===== src/rtl/operand_bypass_rf.sv =====
// rtl/operand_bypass_rf.sv - decode-stage register file with forwarding, load-use stall and EXE output register
module operand_bypass_rf #(
    parameter int DATA_W  = 32,
    parameter int ADDR_W  = 5,
    parameter int NUM_RD  = 2,
    parameter int NUM_FWD = 3
) (
    input  logic                      clk,
    input  logic                      rst,
    input  logic                      wb_we,
    input  logic [ADDR_W-1:0]         wb_waddr,
    input  logic [DATA_W-1:0]         wb_wdata,
    input  logic [NUM_RD*ADDR_W-1:0]  rd_addr,
    input  logic [NUM_FWD-1:0]        fwd_we,
    input  logic [NUM_FWD-1:0]        fwd_pend,
    input  logic [NUM_FWD*ADDR_W-1:0] fwd_waddr,
    input  logic [NUM_FWD*DATA_W-1:0] fwd_wdata,
    input  logic                      id_valid,
    output logic                      id_ready,
    input  logic                      flush,
    input  logic                      ex_ready,
    output logic                      ex_valid,
    output logic [NUM_RD*DATA_W-1:0]  ex_rdata,
    output logic                      hazard,
    output logic [31:0]               stall_cnt
);

    localparam int DEPTH = 1 << ADDR_W;

    logic [DATA_W-1:0]        rf_q [DEPTH];
    logic [DATA_W-1:0]        rf_d [DEPTH];
    logic                     ex_valid_q, ex_valid_d;
    logic [NUM_RD*DATA_W-1:0] ex_rdata_q, ex_rdata_d;
    logic [31:0]              stall_cnt_q, stall_cnt_d;

    logic [NUM_RD*DATA_W-1:0] resolved;
    logic                     any_pend;

    // Register file next state: writeback lands unless it targets r0.
    always_comb begin
        rf_d = rf_q;
        if (wb_we && (wb_waddr != '0)) begin
            rf_d[wb_waddr] = wb_wdata;
        end
    end

    // Operand resolution: r0, then youngest matching forward stage, then writeback write-through, then RF.
    always_comb begin
        logic [ADDR_W-1:0] addr;
        logic [DATA_W-1:0] val;
        logic              hit;
        resolved = '0;
        any_pend = 1'b0;
        addr     = '0;
        val      = '0;
        hit      = 1'b0;
        for (int k = 0; k < NUM_RD; k++) begin
            addr = rd_addr[k*ADDR_W +: ADDR_W];
            val  = '0;
            hit  = 1'b0;
            if (addr != '0) begin
                for (int i = 0; i < NUM_FWD; i++) begin
                    if (!hit && fwd_we[i] && (fwd_waddr[i*ADDR_W +: ADDR_W] == addr)) begin
                        hit = 1'b1;
                        if (fwd_pend[i]) begin
                            any_pend = 1'b1;
                        end else begin
                            val = fwd_wdata[i*DATA_W +: DATA_W];
                        end
                    end
                end
                if (!hit) begin
                    if (wb_we && (wb_waddr == addr)) begin
                        val = wb_wdata;
                    end else begin
                        val = rf_q[addr];
                    end
                end
            end
            resolved[k*DATA_W +: DATA_W] = val;
        end
    end

    assign hazard   = id_valid & any_pend;
    assign id_ready = id_valid & ~hazard & ~flush & (~ex_valid_q | ex_ready);

    // Output register handshake: flush kills, capture on id_ready, drain on ex_ready.
    always_comb begin
        ex_valid_d = ex_valid_q;
        ex_rdata_d = ex_rdata_q;
        if (flush) begin
            ex_valid_d = 1'b0;
        end else if (id_ready) begin
            ex_valid_d = 1'b1;
            ex_rdata_d = resolved;
        end else if (ex_valid_q && ex_ready) begin
            ex_valid_d = 1'b0;
        end
    end

    // Stall counter counts unflushed hazard cycles and sticks at all-ones.
    always_comb begin
        stall_cnt_d = stall_cnt_q;
        if (hazard && !flush && (stall_cnt_q != 32'hFFFF_FFFF)) begin
            stall_cnt_d = stall_cnt_q + 32'd1;
        end
    end

    // State registers with asynchronous active-low reset.
    always_ff @(posedge clk or negedge rst) begin
        if (!rst) begin
            for (int j = 0; j < DEPTH; j++) begin
                rf_q[j] <= '0;
            end
            ex_valid_q  <= 1'b0;
            ex_rdata_q  <= '0;
            stall_cnt_q <= '0;
        end else begin
            rf_q        <= rf_d;
            ex_valid_q  <= ex_valid_d;
            ex_rdata_q  <= ex_rdata_d;
            stall_cnt_q <= stall_cnt_d;
        end
    end

    assign ex_valid  = ex_valid_q;
    assign ex_rdata  = ex_rdata_q;
    assign stall_cnt = stall_cnt_q;

endmodule

===== config.mk =====
export PLATFORM = sky130hd
export DESIGN_NAME = operand_bypass_rf
export DESIGN_NICKNAME = d
export VERILOG_FILES = /design/src/rtl/operand_bypass_rf.sv
export SDC_FILE = /design/constraint.sdc
export NUM_CORES = 2
export LEC_CHECK = 0
export BUFFER_PORTS_ARGS = -buffer_cell sky130_fd_sc_hd__buf_2
export CAP_MARGIN = 0
export CORE_MARGIN = 4
export CORE_UTILIZATION = 42
export CTS_CLUSTER_DIAMETER = 40
export DETAILED_ROUTE_END_ITERATION = 10
export RECOVER_POWER = 25
export REMOVE_ABC_BUFFERS = 1
export SLEW_MARGIN = 0
export SYNTH_ARGS = -nofsm -noshare
export SYNTH_HDL_FRONTEND = slang
export SYNTH_SLANG_ARGS = --single-unit

===== constraint.sdc =====
create_clock -name clk -period 4.2 [get_ports clk]
set_clock_uncertainty 0.1 [all_clocks]
set_input_delay 0.84 -clock clk [delete_from_list [all_inputs] [get_ports clk]]
set_output_delay 0.84 -clock clk [all_outputs]
set_load 0.03 [all_outputs]

Word-level counts from Yosys, hierarchy flattened:

Index checks and enable logic that the tools add are counted.

* reduce and logical (&&, ||, !) cells: 27
* equal/unequal tests: 9
* divide/modulo/power cells: 0
* shift operators: 0
* mux-type cells: 56
* add/sub/neg operators: 1
* multipliers: 0
* magnitude comparators: 4
* bitwise operators: 11

Operators by type and width (count)
* 1024-bit bitwise mux: 1
* 32-bit two-way mux: 22
* 32-bit binary-select mux with 5-bit select: 2
* 32-bit demux with 5-bit select: 1
* 5-bit == test: 8
* 32-bit by 1-bit adder with 32-bit output, second input constant: 1
* 32-bit != test, second input constant: 1
* 1-bit two-way mux: 30
* 6-bit greater-or-equal comparator, second input constant: 3
* 5-bit NOT with 6-bit output: 3
* 1-bit logical AND: 17
* 5-bit nonzero test: 3
* 6-bit by 1-bit < comparator with 1-bit output, second input constant: 1
* 1-bit logical NOT: 5
* 1-bit AND: 4
* 1-bit NOT: 3
* 3-bit nonzero test: 1
* 2-bit AND reduction: 1
* 1-bit OR: 1

* register bits: 1121
* memory bits (read-only): 0
* RAM bits: 0
* logic and storage cells: 143
* memories: 0
* bits in latches: 0
* input bits: 170

Depth between registers and ports, before layout:

* depth in word-level cells: 28
* gate-level depth with buffers: 14

Worst setup path before layout:

Ideal clock, no wire load.

* path type: input-to-output
* from: input port rd_addr[1]
* to: output port id_ready
* arrival time: 2839 ps
* stages on the path: 10
* path slack: 421 ps
* required time: 3260 ps
* cells stage by stage: buf_2 > xor2_2 > nor4bb_4 > nand3_1 > a311oi_2 > o22ai_2 > or3_1 > buf_2 > inv_1 > buf_2

* word-level cells in the longest chain between the ends: 26
* elaborated cells between the ends (all ways): 34

Ends and longest elaborated chain
* from (decl): line 13 `input logic [NUM_RD*ADDR_W-1:0] rd_addr,`
* 5-bit == test: line 63 `if (!hit && fwd_we[i] && (fwd_waddr[i*ADDR_W +: ADDR_W] == addr)) begin`
* 1-bit logical AND: line 63
* 1-bit two-way mux: line 63
* 1-bit two-way mux: line 61 `if (addr != '0) begin`
* 1-bit logical NOT: line 63
* 1-bit logical AND (2 in a row): line 63
* 1-bit two-way mux: line 63
* 1-bit two-way mux: line 61
* (+7 left out)
* 1-bit two-way mux: line 65 `if (fwd_pend[i]) begin`
* 1-bit two-way mux: line 63
* 1-bit two-way mux: line 65
* 1-bit two-way mux: line 63
* 1-bit two-way mux (*): line 61
* 1-bit AND (*): line 84 `assign hazard = id_valid & any_pend;`
* 1-bit NOT (*): line 85 `assign id_ready = id_valid & ~hazard & ~flush & (~ex_valid_q | ex_ready);`
* 1-bit AND (*) (3 in a row): line 85
* to (decl): line 19 `output logic id_ready,`

Every way passes the cells marked *; elsewhere a longest branch is shown, timed or not. The select of a mux whose other input is x is not followed.

Worst setup path in the final report:

* from: input port rd_addr[4]
* to: output port id_ready

The elaborated chain is that of the path after synthesis.

==> out/results.md <==
* 6.63 — Vias/cell
* multiplexers — dominant combinational cell family by area after synthesis
* 810 ps — clock latency on the worst-skew pair
* 12400 — final-layout fill cell count
* 4591 — post-synthesis instance total
* 0.425 — effective utilization at floorplan
* 0.313 — Total Routing Usage GR
* 3140 ps — CP arrival
* 0 — total congestion overflow
* 0.0741 — share of the synthesized area in compound gates (AO/OA/AOI/OAI)
* 0 — number of enable-type register cells in the synthesized netlist
* 0.0660 sq mm — cell area reported after detailed placement
* 35.0 um — mean routed wirelength per cell
* 0.972 — share of the cycle needed by the critical path after routing
* 0 — drt drc
* 390 um — width of the die
* 0 ps — summed negative setup slack over all endpoints
* max-capacitance violations, max-slew violations — failing checks
* 5002 — Final nets
* 0.0103 — post-synthesis xor/xnor area fraction
* 1121 — Sink Count
* in2reg — type of the most critical hold path
* sky130_fd_sc_hd__dfrtp_1 (46%), sky130_fd_sc_hd__mux2_2 (19%), sky130_fd_sc_hd__mux4_2 (14%), sky130_fd_sc_hd__mux2i_1 (4.7%), sky130_fd_sc_hd__clkbuf_1 (1.8%) — top cells by area in the synthesized netlist
* 390 um — die height
* done — CTS tree
* 45700 — total number of vias
* sky130_fd_sc_hd__dfrtp_1 — biggest area consumer among synthesized cells
* 0.458 — sequential cell area fraction in the yosys report
* 0 — final hold violations
* 269 — number of placed I/O pins
* 0.000204 — synthesized-area fraction occupied by adder cells
* 0 — total of warnings raised by yosys
* 0.000321 V — maximum vdd drop
* 0.0723 sq mm — post-route standard cell area excluding fillers
* 0.144 sq mm — core footprint
* stall_cnt[1] — capturing point of the worst reg2reg path
* 4080 ps — final critical path time including I/O delays and setup
* stall_cnt[7] — Reg-to-Reg Start
* simple AND/OR/NAND/NOR gates — Largest delay share family, worst path
* 0.469 — proportion of layout cells with a drive suffix above 1
* id_ready — worst setup path endpoint
* 17 — maximum capacitance violations
* 342 mm — first-pass GRT wire length
* 0 — post-CTS setup buffers
* 0.0374 W — Tot Pwr
* 13.3 sq um — synthesized area per cell
* output port — Setup crit end kind
* sky130_fd_sc_hd__or3_4 — Max stage delay cell, worst path
* false — setup repair after global routing missed its margin
* 473 — max-slew violations
* 268 — count of input and output buffers
* 450 ps — critical path's largest stage delay
* 18.1% — Area growth syn-to-layout
* 1420 ps — Worst R2R Setup Slack
* 0.0440 — simple-gate area share of the yosys netlist
* rd_addr[4] — critical path launch point
* 0.458 — share of Yosys cell area claimed by the top area cell type
* 8 — number of cells traversed by the worst register-to-register path
* 1121 — FF+latch count, synth
* 3 — worst-path fanout max
* 3260 ps — required time of the worst setup path
* 241 mm — total wirelength of the detailed-routed design
* 50 ps — Clk pin slew, worst setup/hold paths
* 45700 — via count of the first global-routing pass
* 119 — largest net degree at the start of global routing
* buf_2 -> xor2_1 -> nor4bb_4 -> nand3_1 -> a311oi_2 -> o22ai_4 -> or3_4 -> inv_1 -> buf_2 — CP cell instances
* 31.7 nW — Leakage Power
* 6 — Pre-Repair DR Iteration Count
* 2530 ps — actual slew at the worst max-slew pin
* 9 — number of stages on the worst setup path
* 0.152 sq mm — Total Die Area
* -0.685 — worst relative slew slack
* 5117 — Detailed Route Iter0 Violations
* 0.945 — gpl congestion
* 157 mm — post-DP HPWL
* 3 — total buffers and inverters traversed by the critical path
* 0 — Setup Viol. Count Final
* 75 — number of distinct library cells after synthesis
* 1.00 — proportion of synthesized flip-flops having asynchronous set or reset
* 0.377 — mux share of post-synthesis cell area
* 179 — number of clock buffers inserted by TritonCTS
* 518 mW/mm^2 — PD cells
* complete, but fails checks — outcome
* 4 — deepest level of the CTS H-tree
* input port — category of the worst setup path launch point
* sky130_fd_sc_hd__buf_2 — most repeated library cell on the critical path
* 15 — antenna violations before repair
* 3 — clock buffer depth
* in2out — critical path class
* sky130_fd_sc_hd__dfrtp_1 — dominant synthesized flop cell
* 139 — count of standard-cell rows
* 0 — ANT nets after route
* 0.0612 sq mm — Synth Cell Area
* 245 MHz — f_max
* sky130_fd_sc_hd__clkbuf_16 — buffer cell driving the clock tree root
## sequential cells by signal, indices dropped and copies added (netlist names)
signal	flops
stall_cnt	32
rf_q	1024
ex_rdata	64
ex_valid	1
## placed cells by master, fill, tap and decap left out, drive strengths merged, types with 29 or more instances in the layout
| master | netlist | final |
|---|---|---|
| dfrtp | 1121 | 1121 |
| mux2 | 1027 | 1027 |
| buf | 195 | 518 |
| mux4 | 383 | 383 |
| mux2i | 289 | 289 |
| clkbuf | 297 | 248 |
| nand2 | 171 | 171 |
| o22ai | 117 | 117 |
| nor2 | 113 | 113 |
| o21ai | 89 | 89 |
| a21oi | 86 | 86 |
| a22oi | 61 | 61 |
| nand3 | 61 | 61 |
| nor3 | 53 | 53 |
| a211oi | 46 | 46 |
| inv | 24 | 46 |
| a22o | 44 | 44 |
| xor2 | 36 | 36 |
| clkinv | 0 | 36 |
| xnor2 | 35 | 35 |
| nor2b | 30 | 30 |
| bufinv | 0 | 29 |
## area by class of cell
type / count / area [sq um] / share of cell area
repair buffers: 551 / 4070 / 0.0563
inverters: 24 / 90.1 / 0.00125
clock buffers: 217 / 4800 / 0.0665
diodes: 8 / 20.0 / 0.000277
multi-input cells: 2954 / 31200 / 0.432
well taps: 1903 / 2380 / 0.0330
clock inverters: 113 / 1620 / 0.0224
flip-flops and latches: 1121 / 28100 / 0.388
## how the worst min path moves through the flow
stage	to	from	slack [ps]	depth (start not counted)
2_1_floorplan	rf_q[1001]	rf_q[1001]	270	0
3_3_place_gp	rf_q[996]	rf_q[996]	280	0
3_5_place_dp	rf_q[996]	rf_q[996]	290	0
4_1_cts	ex_valid	flush	70	2
5_1_grt	ex_valid	flush	100	2
6_report	ex_valid	flush	110	2
## synth_stat cells (44+ instances only)
library cell / instances
sky130_fd_sc_hd__buf_1: 76
sky130_fd_sc_hd__mux2_2: 1027
sky130_fd_sc_hd__a21oi_1: 86
sky130_fd_sc_hd__clkbuf_1: 297
sky130_fd_sc_hd__a211oi_1: 45
sky130_fd_sc_hd__nand3_1: 61
sky130_fd_sc_hd__buf_2: 79
sky130_fd_sc_hd__o22ai_1: 116
sky130_fd_sc_hd__o21ai_0: 87
sky130_fd_sc_hd__nor3_1: 52
sky130_fd_sc_hd__a22oi_1: 61
sky130_fd_sc_hd__nor2_1: 111
sky130_fd_sc_hd__a22o_1: 44
sky130_fd_sc_hd__dfrtp_1: 1121
sky130_fd_sc_hd__mux2i_1: 289
sky130_fd_sc_hd__nand2_1: 171
sky130_fd_sc_hd__mux4_2: 383
## routing by layer
metal  share of wire  track usage
met1            0.40        0.421
met2            0.43        0.459
met3            0.10       0.0927
met4           0.061        0.164
met5         0.00024            0
## kinds of logic after synthesis
logic type	Yosys count
buffers and inverters	516
XOR/XNOR	71
AO/OA/AOI/OAI	635
multiplexers	1699
AND/OR/NAND/NOR	548
flip-flops	1121
adder cells (fa/ha/maj)	1
## timing repair
action                     CTS  global route
hold endpoints to repair    37             0
resized for setup            0             2
setup endpoints to repair    0             1
hold buffers                 1             0
## through the flow
step	hold slack, ps	util	worst slack (ps)	instances
after floorplan	265	-	-2740	4099
after global placement	277	0.457	77.2	6552
after detailed placement	286	0.457	66.6	6552
after CTS	66.9	0.502	64.9	6883
after global routing	103	0.501	6.78	6887
final	110	0.501	119	6891
## where the power goes
group	internal, W	leakage (nW)	total [W]	switching, W
Sequential	0.0129	14.4	0.0145	0.00160
Combinational	0.00378	14.2	0.00716	0.00338
Clock	0.0100	3.06	0.0158	0.00580
(Power assumes the default switching activity.)
